--- src/rtl/vstore_deshuffle.sv ---
// Vector store deshuffle stage.
// Gathers one DLEN-wide entry from every lane, restores sequential element
// order and attaches nibble enables that cover vstart, the vl tail and the
// per-byte lane enables. One sequential entry leaves per beat over a
// valid/ready handshake; done_o marks command completion.
module vstore_deshuffle #(
   parameter int unsigned NrExits = 4,
   parameter int unsigned DLEN    = 64,
   parameter int unsigned VlWidth = 16
) (
   input  logic                        clk_i,
   input  logic                        rst_ni,
   // command
   input  logic                        cmd_valid_i,
   output logic                        cmd_ready_o,
   input  logic [1:0]                  cmd_sew_i,
   input  logic [VlWidth-1:0]          cmd_vl_i,
   input  logic [VlWidth-1:0]          cmd_vstart_i,
   // lane entries
   input  logic [NrExits-1:0]          lane_valid_i,
   output logic [NrExits-1:0]          lane_ready_o,
   input  logic [NrExits*DLEN-1:0]     lane_data_i,
   input  logic [NrExits*DLEN/8-1:0]   lane_be_i,
   // sequential output
   output logic                        tx_valid_o,
   input  logic                        tx_ready_i,
   output logic [NrExits*DLEN-1:0]     tx_nb_o,
   output logic [NrExits*DLEN/4-1:0]   tx_en_o,
   output logic                        tx_last_o,
   output logic                        done_o
);

   localparam int unsigned EntryBytes = NrExits * DLEN / 8;
   localparam int unsigned EntryNbs   = 2 * EntryBytes;
   localparam int unsigned LaneBytes  = DLEN / 8;
   localparam int unsigned EbLog      = $clog2(EntryBytes);
   // One extra bit so element indices never wrap at vl = 2^VlWidth-1.
   localparam int unsigned ElW        = VlWidth + 1;

   typedef enum logic {
      S_IDLE,
      S_ACTIVE
   } state_e;

   state_e                      state_q;
   logic [1:0]                  sew_q;
   logic [ElW-1:0]              vl_q;
   logic [ElW-1:0]              vstart_q;
   logic [ElW-1:0]              base_q;
   logic [ElW-1:0]              moved_q;
   logic [ElW-1:0]              total_q;
   logic                        done_pend_q;

   logic [NrExits-1:0]          stg_full_q;
   logic [NrExits*DLEN-1:0]     stg_data_q;
   logic [NrExits*DLEN/8-1:0]   stg_be_q;

   // ------------------------------------------------------------------
   // Command decode: entry span of the command in sequential entries.
   // ------------------------------------------------------------------
   logic [ElW-1:0] cmd_vl_x;
   logic [ElW-1:0] cmd_vstart_x;
   logic [7:0]     cmd_shift;
   logic [ElW-1:0] cmd_epe;
   logic [ElW-1:0] cmd_first;
   logic [ElW-1:0] cmd_last;
   logic [ElW-1:0] cmd_base;
   logic [ElW-1:0] cmd_total;
   logic           cmd_empty;
   logic           cmd_hs;

   assign cmd_vl_x     = ElW'(cmd_vl_i);
   assign cmd_vstart_x = ElW'(cmd_vstart_i);
   // Elements per entry is a power of two, so divisions become shifts.
   assign cmd_shift    = 8'(EbLog) - 8'(cmd_sew_i);
   assign cmd_epe      = ElW'(EntryBytes) >> cmd_sew_i;
   assign cmd_first    = cmd_vstart_x >> cmd_shift;
   assign cmd_last     = (cmd_vl_x + cmd_epe - ElW'(1)) >> cmd_shift;
   assign cmd_base     = cmd_first << cmd_shift;
   assign cmd_empty    = (cmd_vstart_x >= cmd_vl_x);
   assign cmd_total    = cmd_empty ? '0 : (cmd_last - cmd_first);

   assign cmd_ready_o  = (state_q == S_IDLE);
   assign cmd_hs       = cmd_valid_i && cmd_ready_o;

   // ------------------------------------------------------------------
   // Lane acceptance and the move condition.
   // ------------------------------------------------------------------
   logic                active;
   logic                can_take;
   logic                out_free;
   logic                more_after;
   logic [NrExits-1:0]  eff_full;
   logic                move;
   logic [NrExits-1:0]  lane_hs;
   logic [ElW-1:0]      epe_q;

   assign active     = (state_q == S_ACTIVE);
   assign can_take   = active && (moved_q < total_q);
   assign out_free   = !tx_valid_o || tx_ready_i;
   assign more_after = (moved_q + ElW'(1)) < total_q;
   assign epe_q      = ElW'(EntryBytes) >> sew_q;

   // A lane arriving this cycle counts as present, so a beat can leave one
   // cycle after the last lane's handshake instead of waiting in staging.
   assign eff_full   = stg_full_q | (lane_valid_i & {NrExits{can_take}});
   assign move       = (&eff_full) && out_free;

   assign lane_ready_o = {NrExits{active}} &
                         ((~stg_full_q & {NrExits{moved_q < total_q}}) |
                          {NrExits{move && more_after}});
   assign lane_hs      = lane_valid_i & lane_ready_o;

   // ------------------------------------------------------------------
   // Per-lane source for the beat being moved: staged entry or bypass.
   // ------------------------------------------------------------------
   logic [NrExits*DLEN-1:0]   cur_data;
   logic [NrExits*DLEN/8-1:0] cur_be;

   // Select staged or incoming lane entry for every lane.
   always_comb begin
      // NOTE: every output of a combinational block gets a default first so
      // no path leaves it unassigned and no latch is inferred.
      cur_data = stg_data_q;
      cur_be   = stg_be_q;
      for (int l = 0; l < NrExits; l++) begin
         if (!stg_full_q[l]) begin
            cur_data[l*DLEN +: DLEN]           = lane_data_i[l*DLEN +: DLEN];
            cur_be[l*LaneBytes +: LaneBytes]   = lane_be_i[l*LaneBytes +: LaneBytes];
         end
      end
   end

   // ------------------------------------------------------------------
   // Element window: element e of the current beat is active when
   // vstart <= base+e < vl.
   // ------------------------------------------------------------------
   logic [EntryBytes-1:0] elem_on;

   for (genvar e = 0; e < EntryBytes; e++) begin : g_elem
      logic [ElW-1:0] idx;
      assign idx        = base_q + ElW'(e);
      assign elem_on[e] = (idx >= vstart_q) && (idx < vl_q);
   end

   // ------------------------------------------------------------------
   // Deshuffle: static byte routing for each element width, selected by sew.
   // Element e lives in lane e mod NrExits at slot e / NrExits.
   // ------------------------------------------------------------------
   logic [3:0][NrExits*DLEN-1:0] map_nb;
   logic [3:0][EntryNbs-1:0]     map_en;

   for (genvar s = 0; s < 4; s++) begin : g_sew
      for (genvar b = 0; b < EntryBytes; b++) begin : g_byte
         localparam int unsigned Elem = b >> s;
         localparam int unsigned Kb   = b % (1 << s);
         localparam int unsigned Ln   = Elem % NrExits;
         localparam int unsigned Lb   = ((Elem / NrExits) << s) + Kb;
         localparam int unsigned Src  = Ln * LaneBytes + Lb;
         assign map_nb[s][b*8 +: 8] = cur_data[Src*8 +: 8];
         assign map_en[s][b*2 +: 2] = {2{cur_be[Src] && elem_on[Elem]}};
      end
   end

   logic [NrExits*DLEN-1:0] desh_nb;
   logic [EntryNbs-1:0]     desh_en;

   assign desh_nb = map_nb[sew_q];
   assign desh_en = map_en[sew_q];

   // ------------------------------------------------------------------
   // Control FSM with command bookkeeping.
   // ------------------------------------------------------------------
   // Track command phase, beat base and beat counters.
   always_ff @(posedge clk_i or negedge rst_ni) begin
      // NOTE: sequential state uses non-blocking assignments so every
      // register samples the pre-edge values regardless of statement order.
      if (!rst_ni) begin
         state_q     <= S_IDLE;
         sew_q       <= '0;
         vl_q        <= '0;
         vstart_q    <= '0;
         base_q      <= '0;
         moved_q     <= '0;
         total_q     <= '0;
         done_pend_q <= 1'b0;
      end else begin
         done_pend_q <= 1'b0;
         case (state_q)
            S_IDLE: begin
               if (cmd_hs) begin
                  sew_q    <= cmd_sew_i;
                  vl_q     <= cmd_vl_x;
                  vstart_q <= cmd_vstart_x;
                  base_q   <= cmd_base;
                  total_q  <= cmd_total;
                  moved_q  <= '0;
                  if (cmd_empty) begin
                     done_pend_q <= 1'b1;
                  end else begin
                     state_q <= S_ACTIVE;
                  end
               end
            end
            S_ACTIVE: begin
               if (move) begin
                  base_q  <= base_q + epe_q;
                  moved_q <= moved_q + ElW'(1);
               end
               if (tx_valid_o && tx_ready_i && tx_last_o) begin
                  state_q <= S_IDLE;
               end
            end
            default: state_q <= S_IDLE;
         endcase
      end
   end

   // ------------------------------------------------------------------
   // Staging registers.
   // ------------------------------------------------------------------
   // Staging occupancy: cleared by move, set by a lane handshake that is
   // not bypassed straight into the output register.
   always_ff @(posedge clk_i or negedge rst_ni) begin
      if (!rst_ni) begin
         stg_full_q <= '0;
      end else if (move) begin
         stg_full_q <= lane_hs & stg_full_q;
      end else begin
         stg_full_q <= stg_full_q | lane_hs;
      end
   end

   // Staging payload capture on each lane handshake.
   // NOTE: payload storage has no reset; the full flags alone decide
   // whether its contents are ever used.
   always_ff @(posedge clk_i) begin
      for (int l = 0; l < NrExits; l++) begin
         if (lane_hs[l]) begin
            stg_data_q[l*DLEN +: DLEN]         <= lane_data_i[l*DLEN +: DLEN];
            stg_be_q[l*LaneBytes +: LaneBytes] <= lane_be_i[l*LaneBytes +: LaneBytes];
         end
      end
   end

   // ------------------------------------------------------------------
   // Output register, one entry deep.
   // ------------------------------------------------------------------
   // Load on move, hold under backpressure, drain on handshake.
   always_ff @(posedge clk_i or negedge rst_ni) begin
      if (!rst_ni) begin
         tx_valid_o <= 1'b0;
         tx_last_o  <= 1'b0;
         tx_nb_o    <= '0;
         tx_en_o    <= '0;
      end else if (move) begin
         tx_valid_o <= 1'b1;
         tx_last_o  <= (moved_q + ElW'(1)) == total_q;
         tx_nb_o    <= desh_nb;
         tx_en_o    <= desh_en;
      end else if (tx_ready_i) begin
         tx_valid_o <= 1'b0;
         tx_last_o  <= 1'b0;
      end
   end

   // Completion: empty commands pulse one cycle after acceptance, others on
   // the handshake of their last beat.
   assign done_o = done_pend_q || (tx_valid_o && tx_ready_i && tx_last_o);

endmodule

--- config.mk ---
export PLATFORM = sky130hd
export DESIGN_NAME = vstore_deshuffle
export DESIGN_NICKNAME = d
export VERILOG_FILES = /design/src/rtl/vstore_deshuffle.sv
export SDC_FILE = /design/constraint.sdc
export NUM_CORES = 2
export LEC_CHECK = 0
export BUFFER_PORTS_ARGS = -buffer_cell sky130_fd_sc_hd__clkbuf_2
export CORE_MARGIN = 3
export CORE_UTILIZATION = 45
export CTS_BUF_LIST = sky130_fd_sc_hd__clkbuf_2 sky130_fd_sc_hd__clkbuf_4 sky130_fd_sc_hd__clkbuf_8
export DETAILED_ROUTE_END_ITERATION = 7
export GPL_TIMING_DRIVEN = 1
export RECOVER_POWER = 100
export REMOVE_ABC_BUFFERS = 1
export SKIP_LAST_GASP = 1
export SLEW_MARGIN = 40
export SYNTH_ARGS = -nofsm -noshare
export SYNTH_HDL_FRONTEND = slang
export SYNTH_SLANG_ARGS = --single-unit
--- constraint.sdc ---
create_clock -name clk_i -period 5.25 [get_ports clk_i]
set_input_delay 0.2625 -clock clk_i [delete_from_list [all_inputs] [get_ports clk_i]]
set_output_delay 0.2625 -clock clk_i [all_outputs]
set_load 0.05 [all_outputs]
==> results.rst <==
.. list-table::
   :header-rows: 1

   * - Metric
     - Value
   * - Via density per instance
     - between 6 and 7
   * - Worst setup skew after layout
     - between 70 and 80 ps
   * - Number of iterations in the first detailed-routing pass
     - 7
   * - TritonCTS clock tree
     - built
   * - Cells on worst reg2reg path
     - 16
   * - Crit path launch type
     - register
   * - Clock root buffer
     - sky130_fd_sc_hd__clkbuf_8
   * - Post-layout nets
     - between 8k and 9k
   * - Number of buffers added by the clock tree synthesis step
     - around 120
   * - First-pass GRT wire length
     - approximately 400,000 um
   * - Clk sinks
     - roughly 670
   * - Number of synthesized flops with an enable pin
     - 288
   * - Placeable Area
     - around 130,000 sq um
   * - Crit share post-route
     - 96.77%
   * - Hold Violations, Final
     - 0
   * - Slew margin rel.
     - -73.67%
   * - Hold-critical path endpoint
     - stg_data_q[192]
   * - Violations in the final reports
     - max-capacitance violations, max-slew violations
   * - Most common cell after layout, fill and taps aside
     - sky130_fd_sc_hd__ha_1
   * - Number of setup buffers added after CTS
     - 0
   * - Worst r2r dst
     - tx_en_o[61]
   * - Row count
     - 133
   * - Max-slew violation count
     - 477
   * - RePlAce Congestion
     - between 1 and 1.5
   * - Area share of the largest cell type after synthesis
     - 19.50%
   * - Count of max-cap constraint violations
     - 9
   * - Cell variety after synth
     - 86
   * - Total congestion overflow after global routing
     - 0
   * - Cell type with the largest total area after synthesis
     - sky130_fd_sc_hd__ha_1
   * - Req. time, crit path
     - 6000 ps
   * - Estimated wirelength of the detail-placed design
     - 198,600 um
   * - Mapped cell area
     - 59,920 sq um
   * - Average size of a mapped cell
     - about 9.6 sq um
   * - Remaining routing DRC violations
     - 0
   * - Final setup vio count
     - 0
   * - Commonest cells after routing, fill and taps aside
     - 934 x sky130_fd_sc_hd__ha_1, 558 x sky130_fd_sc_hd__clkbuf_1, 471 x sky130_fd_sc_hd__nand2_1
   * - Status
     - finished with violations
   * - Clock latency of the later-clocked register in the worst-skew pair
     - 860 ps
   * - Post-layout minimum cycle time
     - roughly 5100 ps
   * - Cell area after placement
     - about 66,000 sq um
   * - Critical Path End Type
     - register
   * - Hold Crit Depth
     - 2
   * - Detail Route Antenna Nets
     - 0
   * - Initial Utilization
     - 45.46%
   * - Pin count of the biggest net entering global routing
     - around 140
   * - Number of I/O port buffers
     - between 600 and 700
   * - Flop-to-flop setup slack
     - 170 ps
   * - Buffers from clock root to sink, at most
     - 3
   * - Highest net fanout along the worst path
     - 11
   * - Fmax achieved
     - around 200 MHz
   * - Fraction of final layout cells with drive strength greater than 1
     - 14.01%
   * - Cells after synthesis
     - around 6.2k
   * - Count of state elements after synthesis
     - approximately 670
   * - DIE WIDTH
     - between 300 and 400 um
   * - Mean routed wirelength per cell
     - roughly 30 um
   * - Final design utilization
     - between 50 and 60%
   * - Crit path kind
     - register to register
   * - Unrepaired setup endpoints after global routing
     - no
   * - Type of the worst min-delay path
     - primary input to register
   * - Hold Worst Slack
     - about 140 ps
   * - Number of placed I/O pins
     - ~660
   * - Layout fillers
     - 12.28k
   * - Hold wc startpoint
     - lane_data_i[192]
   * - Data arrival time at the worst-slack endpoint
     - ~6000 ps
   * - Area Growth Syn to Fin
     - 18.82%
   * - Die Y
     - between 300 and 400 um
   * - Main flop type after synthesis
     - sky130_fd_sc_hd__dfrtp_1
   * - GR Util All Layers
     - around two fifths
   * - Fraction of registers with async set/reset
     - 56.95%
   * - Worst-margin pin slew
     - approximately 2600 ps
   * - Post-CTS clock slew at the launch and capture registers of the worst setup and hold paths
     - about 70 ps
   * - Via total after detailed routing
     - 57.47k
   * - R2r startpoint
     - base_q[3]
   * - Total of warnings raised by yosys
     - 0
   * - Sequential cell area fraction in the yosys report
     - slightly above 30%
   * - Total wire length
     - about 270,000 um
   * - Iteration-0 DRC Markers
     - 5,908
   * - Largest cells by area after synthesis
     - sky130_fd_sc_hd__ha_1 20%, sky130_fd_sc_hd__dfrtp_1 16%, sky130_fd_sc_hd__edfxtp_1 14%
   * - Initial antenna violation count
     - 31
   * - DIE AREA
     - 137,600 sq um
   * - H-tree level count
     - 3
   * - Final design area excluding fillers
     - 71,190 sq um
   * - Vias in the first global route
     - 56.50k
-- synthesized netlist by cell type (all sizes together), types with 11 or more instances --
cell / instances
mux2i: 171
xor2: 225
o21ai: 466
o211ai: 98
a2111oi: 37
a211oi: 71
buf: 138
o311ai: 11
nor4: 24
a221oi: 15
o2111ai: 34
or3: 19
dfrtp: 381
a21o: 153
a31oi: 96
nor2: 433
o31a: 12
mux4: 56
o31ai: 29
a211o: 30
nor3: 73
or4: 11
a21oi: 367
and2: 22
and4: 22
mux2: 357
nand3: 124
edfxtp: 288
inv: 196
nand2: 475
nand4: 100
ha: 934
or2: 11
nand2b: 42
clkbuf: 210
o21a: 37
and3: 28
xnor2: 207
nor2b: 63
-- registers in the layout, summed over array words and instances (netlist names), 4 cells and up --
name and flops:
tx_nb_o 256, total_q 17, stg_full_q 4, vl_q 16
moved_q 17, stg_be_q 32, tx_en_o 32, base_q 17
stg_data_q 256, vstart_q 16
-- metrics by stage --
step                      std cells  setup slack (ps)  TNS [ps]
after CTS                      9093             242.7         0
after floorplan                5878             -9077  -2685270
after detailed placement       8546             138.9         0
final                          9121             169.7         0
after global placement         8546             140.6         0
after global routing           9109             66.34         0
-- logic make-up (layout without fill, tap and decap cells) --
kind of cell    after synthesis  count (layout)  share of synthesized area (%)
compound gates             1585            1585                          16.81
xor+xnor                    432             432                          6.315
fa+ha+maj                   937             937                          19.60
buf+inv                     548            1661                          3.892
flops                       669             669                          30.35
mux                         584             584                          11.67
other cells                   1              28                       0.006259
simple gates               1470            1470                          11.36
-- worst max-delay path: stages, from the launching register on --
cell,delay [ps]
sky130_fd_sc_hd__dfrtp_1,620
sky130_fd_sc_hd__clkbuf_1,410
sky130_fd_sc_hd__ha_1,390
sky130_fd_sc_hd__buf_4,280
sky130_fd_sc_hd__nand2_1,230
sky130_fd_sc_hd__nor2_1,180
sky130_fd_sc_hd__xor2_1,220
sky130_fd_sc_hd__ha_1,280
sky130_fd_sc_hd__and3_1,200
sky130_fd_sc_hd__a221o_1,290
sky130_fd_sc_hd__a31oi_1,230
sky130_fd_sc_hd__o211ai_1,140
sky130_fd_sc_hd__nor4_1,300
sky130_fd_sc_hd__clkbuf_1,340
sky130_fd_sc_hd__a2bb2oi_1,320
sky130_fd_sc_hd__a21o_1,360
sky130_fd_sc_hd__a31oi_1,180
-- layer usage --
layer	vias to the layer above	global-route usage [%]	share of wire, %
li1	25330	-	-
met1	27970	49.69	39
met2	3329	58.78	43
met3	828	9.073	10
met4	10	21.81	6.9
met5	-	0	0.021
-- worst max-delay path by stage --
stage | from | endpoint | cells past startpoint
6_report | base_q[3] | tx_en_o[61] | 16
5_1_grt | base_q[3] | tx_en_o[61] | 16
4_1_cts | moved_q[2] | lane_ready_o[1] | 15
3_5_place_dp | cmd_sew_i[0] | total_q[15] | 21
3_3_place_gp | cmd_sew_i[0] | total_q[15] | 21
2_1_floorplan | stg_full_q[3] | tx_en_o[21] | 3
-- timing repair --
item / CTS / global route
setup endpoints to repair: 0 / 3
hold buffers: 329 / 0
hold endpoints to repair: 775 / 0
gates resized for setup: 0 / 2
-- layout make-up --
cell class	instances	area, sq um	area share (%)
Antenna cell	27	67.56	0.09490
Clock buffer	189	2251	3.162
Clock inverter	29	282.8	0.3972
Inverter	200	758.2	1.065
Multi-Input combinational cell	5009	39500	55.48
Sequential cell	669	18220	25.59
Tap cell	1755	2196	3.084
Timing Repair Buffer	1243	7923	11.13
Power is left out: the tool's default activity adds up to more than one toggle a clock period on the data nets, which glitch-free logic cannot reach.
